==> config.mk <==
export PLATFORM = sky130hd
export DESIGN_NAME = reg_writeback_ctrl
export DESIGN_NICKNAME = d
export VERILOG_FILES = /design/src/rtl/reg_wb_pkg.sv /design/src/rtl/wb_load_fifo.sv /design/src/rtl/reg_writeback_ctrl.sv
export SDC_FILE = /design/constraint.sdc
export NUM_CORES = 1
export LEC_CHECK = 0
export CAP_MARGIN = 20
export CORE_AREA = 2 2 124 126
export CTS_BUF_LIST = sky130_fd_sc_hd__clkbuf_4 sky130_fd_sc_hd__clkbuf_8 sky130_fd_sc_hd__clkbuf_16
export DETAILED_ROUTE_END_ITERATION = 8
export DIE_AREA = 0 0 126 128
export GPL_TIMING_DRIVEN = 0
export PLACE_DENSITY = 0.87
export SLEW_MARGIN = 10
export SYNTH_ARGS = -nofsm -noshare
export SYNTH_HDL_FRONTEND = slang
export SYNTH_HIERARCHICAL = 1
export SYNTH_SLANG_ARGS = --single-unit
export TNS_END_PERCENT = 100
==> constraint.sdc <==
create_clock -name clk -period 6.7 [get_ports clk]
set_input_delay 0.67 -clock clk [delete_from_list [all_inputs] [get_ports clk]]
set_output_delay 0.67 -clock clk [all_outputs]
set_load 0.005 [all_outputs]
==> src/rtl/reg_wb_pkg.sv <==
// Shared types for the register-file write-back controller: ISR-save FSM states,
// write-port source select, and default ISR save targets.
package reg_wb_pkg;

    typedef enum logic [1:0] {
        StIdle,
        StSavePc,
        StSaveRand,
        StWaitRel
    } wb_state_e;

    typedef enum logic [1:0] {
        SrcNone,
        SrcFsm,
        SrcAlu,
        SrcLq
    } wb_src_e;

    localparam int unsigned PcRegDefault   = 30;
    localparam int unsigned RandRegDefault = 31;

    // States in which the FSM owns the write port and upstream must stall.
    function automatic logic is_save_state(input wb_state_e state);
        return (state == StSavePc) || (state == StSaveRand);
    endfunction

endpackage

==> src/rtl/wb_load_fifo.sv <==
// Small synchronous FIFO buffering load results ({rd, data}) until the write port is free.
// Depth must be a power of two so the pointers wrap naturally.
module wb_load_fifo #(
    parameter int unsigned Width = 37,
    parameter int unsigned Depth = 2
) (
    input  logic             clk,
    input  logic             reset,
    input  logic             push,
    input  logic             pop,
    input  logic [Width-1:0] wdata,
    output logic [Width-1:0] rdata,
    output logic             full,
    output logic             empty
);

    localparam int unsigned        PtrW      = $clog2(Depth);
    localparam logic [PtrW-1:0]    PtrOne    = PtrW'(1);
    localparam logic [PtrW:0]      CntOne    = (PtrW + 1)'(1);
    localparam logic [PtrW:0]      FullCount = (PtrW + 1)'(Depth);

    logic [PtrW-1:0]  wr_ptr_q, rd_ptr_q;
    logic [PtrW:0]    count_q;
    logic [Width-1:0] mem_q [Depth];
    logic             push_ok, pop_ok;

    assign full    = (count_q == FullCount);
    assign empty   = (count_q == '0);
    assign push_ok = push && !full;
    assign pop_ok  = pop && !empty;
    assign rdata   = mem_q[rd_ptr_q];

    always_ff @(posedge clk) begin
        if (reset) begin
            wr_ptr_q <= '0;
            rd_ptr_q <= '0;
            count_q  <= '0;
        end else begin
            if (push_ok) wr_ptr_q <= wr_ptr_q + PtrOne;
            if (pop_ok)  rd_ptr_q <= rd_ptr_q + PtrOne;
            case ({push_ok, pop_ok})
                2'b10:   count_q <= count_q + CntOne;
                2'b01:   count_q <= count_q - CntOne;
                default: count_q <= count_q;
            endcase
        end
    end

    // Storage needs no reset; the count qualifies every entry.
    always_ff @(posedge clk) begin
        if (push_ok) mem_q[wr_ptr_q] <= wdata;
    end

endmodule

==> src/rtl/reg_writeback_ctrl.sv <==
// Write-side master for the register file: arbitrates ISR context save, ALU results and
// buffered load results onto the single registered write port.
module reg_writeback_ctrl
    import reg_wb_pkg::*;
#(
    parameter int unsigned DataWidth = 32,
    parameter int unsigned AddrWidth = 5,
    parameter int unsigned LqDepth   = 2,
    parameter int unsigned PcReg     = PcRegDefault,
    parameter int unsigned RandReg   = RandRegDefault
) (
    input  logic                 clk,
    input  logic                 reset,
    input  logic                 alu_valid,
    input  logic [DataWidth-1:0] alu_data,
    input  logic [AddrWidth-1:0] alu_rd,
    input  logic                 mem_valid,
    output logic                 mem_ready,
    input  logic [DataWidth-1:0] mem_data,
    input  logic [AddrWidth-1:0] mem_rd,
    input  logic                 int_req,
    input  logic [DataWidth-1:0] int_pc,
    input  logic [DataWidth-1:0] rand_in,
    output logic                 int_ack,
    output logic                 stall,
    output logic [DataWidth-1:0] wb_data,
    output logic [AddrWidth-1:0] wb_addr,
    output logic                 wb_write_en,
    output logic                 err
);

    wb_state_e            state_q;
    logic                 stall_q, int_ack_q, err_q;
    logic [DataWidth-1:0] pc_q, rand_q;
    logic [DataWidth-1:0] wb_data_q;
    logic [AddrWidth-1:0] wb_addr_q;
    logic                 wb_write_en_q;

    wb_src_e              sel;
    logic [DataWidth-1:0] sel_data;
    logic [AddrWidth-1:0] sel_addr;

    logic                 lq_full, lq_empty, lq_push, lq_pop;
    logic [DataWidth-1:0] lq_head_data;
    logic [AddrWidth-1:0] lq_head_rd;

    assign mem_ready = !lq_full;
    assign lq_push   = mem_valid && !lq_full;
    assign lq_pop    = (sel == SrcLq);

    wb_load_fifo #(
        .Width(DataWidth + AddrWidth),
        .Depth(LqDepth)
    ) u_load_fifo (
        .clk  (clk),
        .reset(reset),
        .push (lq_push),
        .pop  (lq_pop),
        .wdata({mem_rd, mem_data}),
        .rdata({lq_head_rd, lq_head_data}),
        .full (lq_full),
        .empty(lq_empty)
    );

    // Priority: ISR save > ALU > load queue head.
    always_comb begin
        sel      = SrcNone;
        sel_data = '0;
        sel_addr = '0;
        if (is_save_state(state_q)) begin
            sel = SrcFsm;
            if (state_q == StSavePc) begin
                sel_data = pc_q;
                sel_addr = AddrWidth'(PcReg);
            end else begin
                sel_data = rand_q;
                sel_addr = AddrWidth'(RandReg);
            end
        end else if (alu_valid) begin
            sel      = SrcAlu;
            sel_data = alu_data;
            sel_addr = alu_rd;
        end else if (!lq_empty) begin
            sel      = SrcLq;
            sel_data = lq_head_data;
            sel_addr = lq_head_rd;
        end
    end

    // stall_q and int_ack_q are updated on state transitions so they track the state exactly.
    always_ff @(posedge clk) begin
        if (reset) begin
            state_q   <= StIdle;
            stall_q   <= 1'b0;
            int_ack_q <= 1'b0;
            pc_q      <= '0;
            rand_q    <= '0;
        end else begin
            int_ack_q <= 1'b0;
            case (state_q)
                StIdle: begin
                    if (int_req) begin
                        pc_q    <= int_pc;
                        rand_q  <= rand_in;
                        stall_q <= 1'b1;
                        state_q <= StSavePc;
                    end
                end
                StSavePc: begin
                    int_ack_q <= 1'b1;
                    state_q   <= StSaveRand;
                end
                StSaveRand: begin
                    stall_q <= 1'b0;
                    state_q <= StWaitRel;
                end
                StWaitRel: begin
                    if (!int_req) state_q <= StIdle;
                end
                default: state_q <= StIdle;
            endcase
        end
    end

    // Writes to R0 are consumed but never enabled; an idle port holds data/address.
    always_ff @(posedge clk) begin
        if (reset) begin
            wb_data_q     <= '0;
            wb_addr_q     <= '0;
            wb_write_en_q <= 1'b0;
            err_q         <= 1'b0;
        end else begin
            wb_write_en_q <= (sel != SrcNone) && (sel_addr != '0);
            if (sel != SrcNone) begin
                wb_data_q <= sel_data;
                wb_addr_q <= sel_addr;
            end
            err_q <= err_q | (alu_valid & stall_q);
        end
    end

    assign stall       = stall_q;
    assign int_ack     = int_ack_q;
    assign wb_data     = wb_data_q;
    assign wb_addr     = wb_addr_q;
    assign wb_write_en = wb_write_en_q;
    assign err         = err_q;

endmodule

# [Word level (Yosys, flattened, before mapping)]
# Memory sizes are Yosys's and may differ from the RTL's. A register that Yosys moved wholly into a read port is not among the register bits.
# Cells that the tools add are included.
# Widths: inputs -> output; s select.
[totals] reg_bits=111 ram_bits=74 output_inout_bits=42 memories=1
[classes] addsub=4 eq_ne=9 n_mux=22 bitwise_logic=2 reduce_logical=16
[mem_list] memory="u_load_fifo.mem_q" depth=2 word_bits=37 rd=1 rd_clocked_by_memory_dff=1 wr=1 line="wb_load_fifo.sv:24" source="logic [Width-1:0] mem_q [Depth];"
[ops] cell="$mux 32" n=4
[ops] cell="$mux 5" n=3
[ops] cell="$eq 2x2->1 const B" n=5
[ops] cell="$mux 2" n=5
[ops] cell="$pmux 2 s4" n=1
[ops] cell="$mux 1" n=7
[ops] cell="$reduce_and 2->1" n=3
[ops] cell="$reduce_bool 2->1" n=3
[ops] cell="$reduce_bool 5->1" n=1
[ops] cell="$eq 2x1->1 const B" n=2
[ops] cell="$logic_and 1x1->1" n=4
[ops] cell="$logic_not 2->1" n=2
[ops] cell="$ne 2x2->1 const B" n=2
[ops] cell="$pmux 2 s2" n=1
[ops] cell="$add 1x1->1 const B" n=2
[ops] cell="$add 2x1->2 const B" n=1
[ops] cell="$logic_not 1->1" n=2
[ops] cell="$pmux 1 s2" n=1
[ops] cell="$sub 2x1->2 const B" n=1
[ops] cell="$and 1x1->1" n=1
[ops] cell="$logic_or 1x1->1" n=1
[ops] cell="$or 1x1->1" n=1

# [Logic depth before layout (Yosys ltp)]
# Gate-level depths: netlist of the first run.
[logic_depth] word_depth=8 mapped_depth=11 depth_no_buf=8

# [Modules after synthesis]
# Netlist of the first run, hierarchy kept.
[by_module_without_submodules] mod="reg_writeback_ctrl" n_inst=1 cells_per_inst=595 area_each_um2=5022.3 seq_area_each_um2=2142.1
[by_module_without_submodules] mod="wb_load_fifo" n_inst=1 cells_per_inst=141 area_each_um2=2882.8 seq_area_each_um2=2322.2

# [Least setup slack after synthesis of the first run]
# OpenSTA, ideal clock, no wires.
[synth_path] path_kind="input -> register" from="in mem_valid" to="mem u_load_fifo.mem_q[0][0] (enable)" setup_time_ps=392 t_arrival_ps=1989 required_ps=6308 path_slack_ps=4320 stages=4 path_buffers=0 cell_sequence="nor2b_1 > inv_1 > or3_1 > inv_1"
[synth_between] elab_chain_len=4
[synth_rtl] item="start: declaration" line="reg_writeback_ctrl.sv:17" source="input logic mem_valid,"
[synth_rtl] item="$logic_and 1x1->1" line="reg_writeback_ctrl.sv:48" source="assign lq_push = mem_valid && !lq_full;"
[synth_rtl] item="$logic_and 1x1->1" line="wb_load_fifo.sv:29" source="assign push_ok = push && !full;"
[synth_rtl] item="$mux 1" line="wb_load_fifo.sv:51" source="if (push_ok) mem_q[wr_ptr_q] <= wdata;"
[synth_rtl] item="$mux 1 (not written as such)" line="wb_load_fifo.sv:51"
[synth_rtl] item="end: declaration" line="wb_load_fifo.sv:24"
# No other way between the ends.

# [Final worst setup path of the first run]
[layout_path] from="reg state_q[0]" to="reg u_load_fifo.count_q[1]"
[layout_between] elab_chain_len=7
[layout_rtl] item="start: declaration" line="reg_writeback_ctrl.sv:32" source="wb_state_e state_q;"
[layout_rtl] item="start signal: assignment" line="reg_writeback_ctrl.sv:93" source="state_q <= StIdle;"
[layout_rtl] item="start signal: assignment" line="reg_writeback_ctrl.sv:106" source="state_q <= StSavePc;"
[layout_rtl] item="start signal: assignment" line="reg_writeback_ctrl.sv:111" source="state_q <= StSaveRand;"
[layout_rtl] item="$eq 2x1->1 or $eq 2x2->1 (tied branches)" line="reg_wb_pkg.sv:24" source="return (state == StSavePc) || (state == StSaveRand);"
[layout_rtl] item="$logic_or 1x1->1 *" line="reg_wb_pkg.sv:24"
[layout_rtl] item="$mux 2 *" line="reg_writeback_ctrl.sv:70" source="if (is_save_state(state_q)) begin"
[layout_rtl] item="$eq 2x2->1 *" line="reg_writeback_ctrl.sv:49" source="assign lq_pop = (sel == SrcLq);"
[layout_rtl] item="net lq_pop" line="reg_writeback_ctrl.sv:43" source="logic lq_full, lq_empty, lq_push, lq_pop;"
[layout_rtl] item="$logic_and 1x1->1 *" line="wb_load_fifo.sv:30" source="assign pop_ok = pop && !empty;"
[layout_rtl] item="net u_load_fifo.pop_ok" line="wb_load_fifo.sv:25" source="logic push_ok, pop_ok;"
[layout_rtl] item="$eq 2x1->1 or $eq 2x2->1 (tied branches)" line="wb_load_fifo.sv:41" source="case ({push_ok, pop_ok})"
[layout_rtl] item="$pmux 2 s2 or $reduce_bool 2->1 (tied branches)"
[layout_rtl] item="end signal: assignment" line="wb_load_fifo.sv:42" source="2'b10: count_q <= count_q + CntOne;"
[layout_rtl] item="end signal: assignment" line="wb_load_fifo.sv:43" source="2'b01: count_q <= count_q - CntOne;"
[layout_rtl] item="end signal: assignment" line="wb_load_fifo.sv:44" source="default: count_q <= count_q;"
[layout_rtl] item="end: declaration" line="wb_load_fifo.sv:23" source="logic [PtrW:0] count_q;"
# Mark *: on every way through the listed nets, which the timed path passes. The rest lies on a longest branch.
# A chain may end at the register's enable or synchronous reset.

==> results of run 1 <==
## worst paths after layout
path / from / to / depth (start not counted) / slack [ps]
hold reg to reg: rand_q[5] / rand_q[5] / 2 / 460
setup / recovery: state_q[0] / u_load_fifo/count_q[1] / 10 / 4060
hold / removal: rand_q[5] / rand_q[5] / 2 / 460
setup reg to reg: state_q[0] / u_load_fifo/count_q[1] / 10 / 4060
## layer usage
layer / vias to the layer above / part of all wire / wire length [µm] / global-route usage
li1: 3005 / - / - / -
met1: 2876 / 0.43 / 8610 / 0.319
met2: 225 / 0.48 / 9610 / 0.416
met3: 54 / 0.059 / 1180 / 0.0572
met4: 0 / 0.031 / 615 / 0.106
met5: - / 0 / 0 / 0
## logic make-up after synthesis
| group | count (synthesis) |
|---|---|
| xor gates and xnor gates | 3 |
| DFF | 186 |
| adders and majority gates | 6 |
| AOI/OAI and AO/OA | 150 |
| and+or+nand+nor | 256 |
| buffers and inverters | 65 |
| muxes | 70 |
## cells in the mapped netlist (all sizes together)
| master | instances | area, µm² |
|---|---|---|
| a2111oi | 31 | 465 |
| a211oi | 33 | 253 |
| a21o | 1 | 7.51 |
| a21oi | 74 | 370 |
| a221oi | 5 | 43.8 |
| and2 | 2 | 12.5 |
| and3 | 1 | 6.26 |
| and4 | 1 | 8.76 |
| buf | 50 | 352 |
| clkbuf | 8 | 30.0 |
| dfxtp | 112 | 2240 |
| edfxtp | 74 | 2220 |
| ha | 6 | 75.1 |
| inv | 7 | 26.3 |
| mux2 | 37 | 417 |
| mux2i | 33 | 330 |
| nand2 | 138 | 526 |
| nand2b | 1 | 8.76 |
| nor2 | 107 | 412 |
| nor2b | 2 | 12.5 |
| nor3 | 2 | 10.0 |
| o21a | 1 | 7.51 |
| o21ai | 4 | 20.0 |
| o221ai | 1 | 8.76 |
| or3 | 2 | 12.5 |
| xnor2 | 2 | 17.5 |
| xor2 | 1 | 8.76 |
## critical path, cell delays in order (launching register included)
cell and delay (ps):
dfxtp_1 420, inv_1 90, ha_1 290, buf_4 180, buf_6 150, buf_2 210
nor3_1 250, o21a_1 210, ha_1 280, or3_1 350, a21oi_1 140
## metrics by stage
| stage | total power (W) | setup slack [ps] | std cells | area, µm² |
|---|---|---|---|---|
| 3_3_place_gp | 0.00326 | 3450 | 1107 | 9970 |
| 6_report | 0.00439 | 4060 | 1140 | 10700 |
| 5_1_grt | 0.00464 | 3860 | 1140 | 10700 |
| 3_5_place_dp | 0.00331 | 3920 | 1108 | 10000 |
| 2_1_floorplan | 0.00272 | 4320 | 736 | 7910 |
| 4_1_cts | 0.00440 | 4080 | 1140 | 10700 |
## cell usage in the layout (no fill, tap or decap), types with 3 or more instances in the layout
cell type	count
o21ai_0	4
mux2i_1	33
buf_4	5
a221oi_1	5
inv_1	5
ha_1	6
bufinv_16	3
clkbuf_16	19
a2111oi_2	31
mux2_2	21
nand2_1	137
clkbuf_1	8
a21oi_1	74
a211oi_1	32
clkdlybuf4s50_1	183
buf_2	26
buf_6	12
dfxtp_1	112
mux2_1	16
nor2_1	105
edfxtp_1	74
buf_1	5
## power by group
group	internal, W	total [W]	switching (W)
combinational	0.000784	0.00172	0.000936
sequential	0.00145	0.00158	0.000123
clock	0.000657	0.00109	0.000433
total	0.00289	0.00439	0.00149
## state kept, by name, summed over array words and instances (netlist names), named ones only
| signal | count |
|---|---|
| pc_q | 32 |
| u_load_fifo/mem_q | 74 |
| stall | 1 |
| u_load_fifo/wr_ptr_q | 1 |
| wb_addr | 5 |
| int_ack | 1 |
| rand_q | 32 |
| u_load_fifo/count_q | 2 |
| err | 1 |
| state_q | 2 |
| wb_write_en | 1 |
| wb_data | 32 |
| u_load_fifo/rd_ptr_q | 1 |
## layout make-up
| cell class | instances | area, µm² | area share |
|---|---|---|---|
| Clock buffer | 21 | 503 | 0.0472 |
| Inverter | 7 | 26.3 | 0.00247 |
| Clock inverter | 11 | 154 | 0.0144 |
| Tap cell | 188 | 235 | 0.0221 |
| Timing Repair Buffer | 184 | 1860 | 0.174 |
| Buffer | 58 | 382 | 0.0358 |
| Sequential cell | 186 | 4460 | 0.419 |
| Multi-Input combinational cell | 485 | 3030 | 0.285 |
==> impl_metrics.env, run 1 <==
export IMPL_synth_seq_cells=186
export IMPL_rows=45
export IMPL_netlist_instances=736
export IMPL_arrival_ps=3000
export IMPL_clock_sinks=186
export IMPL_portBuffers=183
export IMPL_syn_nets=885
export IMPL_synth_fa_ha_area_frac=0.00950
export IMPL_start_util=0.532
export IMPL_power_density_nw_per_um2=412
export IMPL_holdCritPathClass="flip-flop to flip-flop"
export IMPL_drt_pass1_iter_count=5
export IMPL_synth_compound_area_frac=0.149
export IMPL_ant_nets=0
export IMPL_fmax_ghz=0.378
export IMPL_wl_mm=20.0
export IMPL_period_minus_slack_ps=2640
export IMPL_cts_tree="built"
export IMPL_hold_violations=0
export IMPL_synthMuxAreaShare=0.0945
export IMPL_dieHeight_um=128
export IMPL_cp_max_fo=10
export IMPL_synth_simple_gate_area_frac=0.128
export IMPL_slew_violations=0
export IMPL_drive_gt1_frac=0.145
export IMPL_fillers=1012
export IMPL_fin_nets=1088
export IMPL_htree_levels=4
export IMPL_numCtsBuffers=17
export IMPL_end_kind="flip-flop"
export IMPL_cts_root_buf="clkbuf_16"
export IMPL_grt_overflow=0
export IMPL_slew_headroom=0.470
export IMPL_antenna_found_initial=0
export IMPL_synth_seq_area_share=0.565
export IMPL_gp_congestion=0.859
export IMPL_path_class="flip-flop to flip-flop"
export IMPL_cts_clk_slew_worst_paths_ps=70
export IMPL_wl_per_cell_um=17.6
export IMPL_setup_viol_count_final=0
export IMPL_holdWs_ps=456
export IMPL_skew_ps=5.88
export IMPL_ys_types=37
export IMPL_grt_pass1_wl_mm=31.5
export IMPL_grt_pass1_vias=6137
export IMPL_synth_top_family_by_area="compound AO/OA/AOI/OAI gates"
export IMPL_finalSetupTns_ps=0
export IMPL_synthXorXnorAreaFrac=0.00332
export IMPL_fp_dieW_um=126
export IMPL_rsz0062_at_grt="false"
export IMPL_yosysWarnings=6
export IMPL_status="finished clean"
export IMPL_cts_resized=0
export IMPL_grt_max_degree=38
export IMPL_tightest_slew_ps=794
export IMPL_die_area_um2=16100
export IMPL_drc=0
export IMPL_fin_crit_sh=0.395
export IMPL_routed_via_count=6160
export IMPL_cts_buffer_depth=2
export IMPL_coreArea_um2=14900
export IMPL_drtIter0Drc=384
export IMPL_clk_latency_ps=430
export IMPL_syn_cell_area_um2=7910
export IMPL_worstPathRequired_ps=7060
export IMPL_grtUsageTotal=0.251
export IMPL_postCtsHoldBufs=0
export IMPL_area_delta_synth_final_pct=34.8
export IMPL_n_antenna_cell=0
export IMPL_start_kind="flip-flop"
export IMPL_maxCapViolCount=0
export IMPL_via_per_inst=5.40
export IMPL_dp_hpwl_mm=15.1
export IMPL_cts_setup_buffers=0
export IMPL_pin_count=185
export IMPL_p_leak_nw=3.85
export IMPL_avgSynthCellArea_um2=10.7
export IMPL_vdd_drop_max_mv=0.315
export IMPL_final_util=0.717
(Power assumes the default switching activity.)
==> run 2: changes to the inputs <==
Settings changed: CORE_AREA 2 2 124 126 to 2 2 136 138, DIE_AREA 0 0 126 128 to 0 0 138 140, PLACE_DENSITY 0.87 to 0.77.
Clock period 6.7 ns to 2.15 ns, I/O delays scaled along.
==> run 2 against run 1 <==
First-iteration DRC count fell by 21%. Combinational power rose to 3.4 times the previous value. Global-route usage fell by 3.3 points. Sequential share of layout area fell by 0.66 points. Final cell count rose by 4.3%. Maximum frequency rose by 24%. Critical path depth fell by 1. Setup slack got worse by 4000 ps. Register-to-register slack got worse by 4000 ps. Die area rose by 20%. Clock power rose to 2.9 times the previous value. Design area rose by 1.7%. Critical path type unchanged. Largest power group unchanged.
==> impl_metrics.env, run 2 (synthesized netlist as in run 1, its figures left out) <==
export IMPL_cts_root_buf="clkbuf_16"
export IMPL_start_util=0.445
export IMPL_dieHeight_um=140
export IMPL_grt_pass1_wl_mm=32.7
export IMPL_postPlaceCellArea_um2=10100
export IMPL_cp_max_fo=19
export IMPL_fin_area_um2=10800
export IMPL_grt_pass1_vias=6099
export IMPL_drtIter0Drc=303
export IMPL_n_antenna_cell=0
export IMPL_r2r_end="u_load_fifo/count_q[1]"
export IMPL_power_density_nw_per_um2=1280
export IMPL_dp_hpwl_mm=15.7
export IMPL_cts_clk_slew_worst_paths_ps=60
export IMPL_clk_latency_ps=440
export IMPL_maxCapViolCount=0
export IMPL_slowest_stage="or3_4"
export IMPL_r2r_start="state_q[1]"
export IMPL_regArea_um2=4470
export IMPL_portBuffers=183
export IMPL_period_minus_slack_ps=2130
export IMPL_rsz0062_at_grt="true"
export IMPL_fin_ws_ps=23.2
export IMPL_holdCritPathClass="input port to flip-flop"
export IMPL_skew_ps=7.24
export IMPL_hold_violations=0
export IMPL_hold_start="alu_valid"
export IMPL_tightest_slew_ps=783
export IMPL_routed_via_count=6130
export IMPL_drive_gt1_frac=0.167
export IMPL_drc=0
export IMPL_rows=49
export IMPL_htree_levels=4
export IMPL_path_class="flip-flop to flip-flop"
export IMPL_arrival_ps=2490
export IMPL_finalSetupTns_ps=0
export IMPL_ant_nets=0
export IMPL_multi_input_area_um2=3110
export IMPL_setup_viol_count_final=0
export IMPL_grtUsageTotal=0.218
export IMPL_status="finished clean"
export IMPL_cp_common_cell="ha_4"
export IMPL_cts_tree="built"
export IMPL_wl_per_cell_um=18.0
export IMPL_regMostFlops="u_load_fifo/mem_q"
export IMPL_slew_headroom=0.478
export IMPL_grt_max_degree=32
export IMPL_cpPeakStageDelay_ps=370
export IMPL_start_kind="flip-flop"
export IMPL_final_cell_mix="clkdlybuf4s50_1, nand2_1, dfxtp_1"
export IMPL_end_kind="flip-flop"
export IMPL_fp_dieW_um=138
export IMPL_pre_cts_slack_ps=-380
export IMPL_wl_mm=21.4
export IMPL_crit_chain="inv_2 > ha_4 > buf_6 > buf_12 > nor3_4 > o21a_1 > ha_4 > or3_4 > a21oi_2"
export IMPL_slew_violations=0
export IMPL_fmax_ghz=0.470
export IMPL_fin_crit_sh=0.989
export IMPL_gp_congestion=0.825
export IMPL_vdd_drop_max_mv=0.723
export IMPL_worstPathRequired_ps=2520
export IMPL_cts_buffer_depth=2
export IMPL_clock_sinks=186
export IMPL_drt_pass1_iter_count=4
export IMPL_final_common_cell="clkdlybuf4s50_1"
export IMPL_fin_nets=1097
export IMPL_largest_register_ff_count=74
export IMPL_fin_cells=1189
export IMPL_fillers=1480
export IMPL_via_per_inst=5.16
export IMPL_p_leak_nw=3.89
export IMPL_reg2reg_depth=9
export IMPL_coreArea_um2=17800
export IMPL_numCtsBuffers=17
export IMPL_area_delta_synth_final_pct=37.1
export IMPL_dp_cells=1149
export IMPL_die_area_um2=19300
export IMPL_hold_depth=3
export IMPL_pin_count=185
export IMPL_antenna_found_initial=0
export IMPL_ff2ff_setup_slack_ps=20
export IMPL_worstHoldEndpoint="wb_addr[2]"
export IMPL_grt_overflow=0
[run 2: changes by cell type in the layout (fill, tap and decap cells not counted), sizes merged]
cell,delta
buf,+8
bufinv,-1
clkinv,-2
clkinvlp,+2
inv,+1
[run 2: repair_timing]
action                                  CTS  global route
setup buffers                             3             6
endpoints found under the setup margin   39            29
pin swaps                                 0             2
cloned                                    1             0
resized for setup                         9            13
hold buffers                              0             0
[run 2: per-stage QoR]
step,util,hold WS (ps),total power (W)
after global routing,0.610,212,0.0146
after floorplan,-,284,0.00848
after global placement,0.564,441,0.0103
after detailed placement,0.565,446,0.0104
final,0.610,170,0.0139
after CTS,0.603,180,0.0137
[run 2: power breakdown]
part	leakage [nW]	switching, W	internal (W)	total (W)
Clock	0.295	0.00134	0.00182	0.00316
Combinational	1.98	0.00310	0.00269	0.00579
Sequential	1.61	0.000383	0.00453	0.00491
Total	3.89	0.00483	0.00904	0.0139
[run 2: how the worst max path moves through the flow]
stage | from | end | slack [ps] | cells after the start
after global routing | state_q[1] | u_load_fifo/count_q[1] | -30 | 9
after global placement | mem_valid | u_load_fifo/mem_q[1][7] | -550 | 3
final | state_q[1] | u_load_fifo/count_q[1] | 20 | 9
after floorplan | state_q[0] | u_load_fifo/count_q[1] | -100 | 10
after CTS | state_q[0] | u_load_fifo/count_q[1] | -70 | 9
after detailed placement | state_q[0] | u_load_fifo/count_q[1] | -380 | 10
[run 2: area by class of cell]
class	count	share of cell area
inverters	7	0.00277
clock buffers	21	0.0437
repair inverters	1	0.000692
flip-flops and latches	186	0.412
repair buffers	193	0.180
plain buffers	57	0.0361
multi-input cells	485	0.287
clock inverters	10	0.0106
well taps	229	0.0264
[run 2: metal layers]
layer	share of wire	wire length [µm]	track usage	vias to the layer above
met1	0.43	9260	0.280	2901
li1	-	-	-	3019
met3	0.052	1110	0.0465	28
met2	0.49	10500	0.363	182
met5	0	0	0	-
met4	0.023	488	0.0811	0
[run 2: critical path: cells and delay by family (launching register included)]
| family | cells | cell delay, ps |
|---|---|---|
| buf+inv | 3 | 350 |
| fa+ha+maj | 2 | 460 |
| compound gates | 2 | 340 |
| flops | 1 | 350 |
| simple gates | 2 | 560 |
==> run 3: changes to the inputs <==
--- a/config.mk
+++ b/config.mk
@@ -13,3 +13,3 @@
 export GPL_TIMING_DRIVEN = 0
-export PLACE_DENSITY = 0.77
+export PLACE_DENSITY = 0.72
 export SLEW_MARGIN = 10
==> constraint.sdc (replaced) <==
create_clock -name clk -period 2.15 [get_ports clk]
set_input_delay 0.3225 -clock clk [delete_from_list [all_inputs] [get_ports clk]]
set_output_delay 0.3225 -clock clk [all_outputs]
set_load 0.005 [all_outputs]
==> run 3 against run 2 <==
Via count is 2.0% lower. Worst hold slack improved by 89 ps. Combinational power fell by 1%. Final cell count stayed put. Sequential share of layout area fell by 0.076 points. Utilization rose by 0.11 points. Register-to-register slack improved by 30 ps. Sequential power hardly changed. First-iteration DRC count fell by 6.3%. Highest routed layer unchanged. Die area stayed put.
==> impl_metrics.env, run 3 (synthesized netlist as in run 1, its figures left out) <==
export IMPL_status="finished clean"
export IMPL_grtUsageTotal=0.213
export IMPL_setup_viol_count_final=0
export IMPL_n_antenna_cell=0
export IMPL_clk_latency_ps=430
export IMPL_cts_tree="built"
export IMPL_grt_pass1_vias=5870
export IMPL_htree_levels=4
export IMPL_rows=49
export IMPL_arrival_ps=2390
export IMPL_start_kind="flip-flop"
export IMPL_cp_max_fo=10
export IMPL_dieHeight_um=140
export IMPL_grt_overflow=0
export IMPL_slew_violations=0
export IMPL_cts_buffer_depth=2
export IMPL_dp_hpwl_mm=15.5
export IMPL_fp_dieW_um=138
export IMPL_worstPathRequired_ps=2440
export IMPL_p_leak_nw=3.88
export IMPL_fin_area_um2=10900
export IMPL_clock_sinks=186
export IMPL_final_common_cell="clkdlybuf4s50_1"
export IMPL_path_class="flip-flop to flip-flop"
export IMPL_wl_per_cell_um=17.5
export IMPL_postPlaceCellArea_um2=10100
export IMPL_largest_register_ff_count=74
export IMPL_pin_count=185
export IMPL_numCtsBuffers=17
export IMPL_gp_congestion=0.847
export IMPL_start_util=0.445
export IMPL_final_cell_mix="clkdlybuf4s50_1, nand2_1, dfxtp_1"
export IMPL_end_kind="flip-flop"
export IMPL_regMostFlops="u_load_fifo/mem_q"
export IMPL_hold_start="alu_valid"
export IMPL_finalSetupTns_ps=0
export IMPL_maxCapViolCount=0
export IMPL_drtIter0Drc=284
export IMPL_drc=0
export IMPL_hold_violations=0
export IMPL_vdd_drop_max_mv=1.02
export IMPL_wl_mm=20.9
export IMPL_period_minus_slack_ps=2100
export IMPL_rsz0062_at_grt="false"
export IMPL_drt_pass1_iter_count=5
export IMPL_drive_gt1_frac=0.169
export IMPL_ant_nets=0
export IMPL_coreArea_um2=17800
export IMPL_antenna_found_initial=0
export IMPL_portBuffers=183
export IMPL_fin_nets=1096
export IMPL_fin_crit_sh=0.975
export IMPL_slew_headroom=0.496
export IMPL_grt_pass1_wl_mm=31.8
export IMPL_tightest_slew_ps=755
export IMPL_via_per_inst=5.05
export IMPL_die_area_um2=19300
export IMPL_power_density_nw_per_um2=1280
export IMPL_routed_via_count=6010
export IMPL_grt_max_degree=30
export IMPL_cts_root_buf="clkbuf_16"
export IMPL_area_delta_synth_final_pct=37.4
export IMPL_holdCritPathClass="input port to flip-flop"
export IMPL_fmax_ghz=0.477
export IMPL_cts_clk_slew_worst_paths_ps=70
export IMPL_skew_ps=9.81
[run 3: cell types whose count changed in the layout (fill, tap and decap cells not counted), moves of 2 or more]
cell	previous run	this run
clkbuf_16	17	19
inv_4	2	0
clkinvlp_4	3	5
inv_8	0	3
[run 3: final timing paths]
kind / to / cells past startpoint / slack, ps
max reg2reg: wb_write_en / 6 / 50
max: wb_write_en / 6 / 50
min: wb_addr[3] / 3 / 260
min reg2reg: pc_q[26] / 2 / 460
[run 3: repair_timing]
action,CTS,global route
buffers inserted,1,7
endpoints found under the setup margin,39,46
gates resized for setup,10,12
hold buffers,0,0
cloned,1,0
pin swaps,1,3
[run 3: through the flow]
step | hold WS (ps) | util | total power (W) | cells | worst slack, ps
global placement | 441 | 0.564 | 0.0103 | 1148 | -699
CTS | 258 | 0.603 | 0.0138 | 1182 | -42.9
global route | 279 | 0.611 | 0.0147 | 1189 | 0.592
finish | 259 | 0.611 | 0.0139 | 1189 | 52.9
detailed placement | 447 | 0.565 | 0.0104 | 1149 | -372
floorplan | 392 | - | 0.00848 | 736 | -102
[run 3: power by group]
group | internal [W] | switching [W]
clock network | 0.00184 | 0.00142
registers | 0.00453 | 0.000371
logic | 0.00266 | 0.00307
total | 0.00902 | 0.00487
[run 3: layer usage]
metal	part of all wire	vias to the layer above	wire [µm]	GRT usage
li1	-	3018	-	-
met1	0.45	2793	9310	0.283
met2	0.48	179	10000	0.347
met5	0	-	0	0
met3	0.056	20	1170	0.0550
met4	0.016	0	343	0.0580
[run 3: cell type report]
cell class              instances  area (µm²)
clock inverters                11         121
well taps                     229         287
clock buffers                  21         503
inverters                       7        30.0
flip-flops and latches        186        4470
plain buffers                  57         392
repair inverters                1        7.51
fillers                      1464        6920
multi-input cells             485        3120
repair buffers                192        1940
[run 3: critical path, stage by stage (launching register included)]
cell and delay (ps):
dfxtp_1 300, buf_2 240, clkbuf_4 290, mux2_1 380, a221oi_1 380, and4_1 280, a211oi_2 80
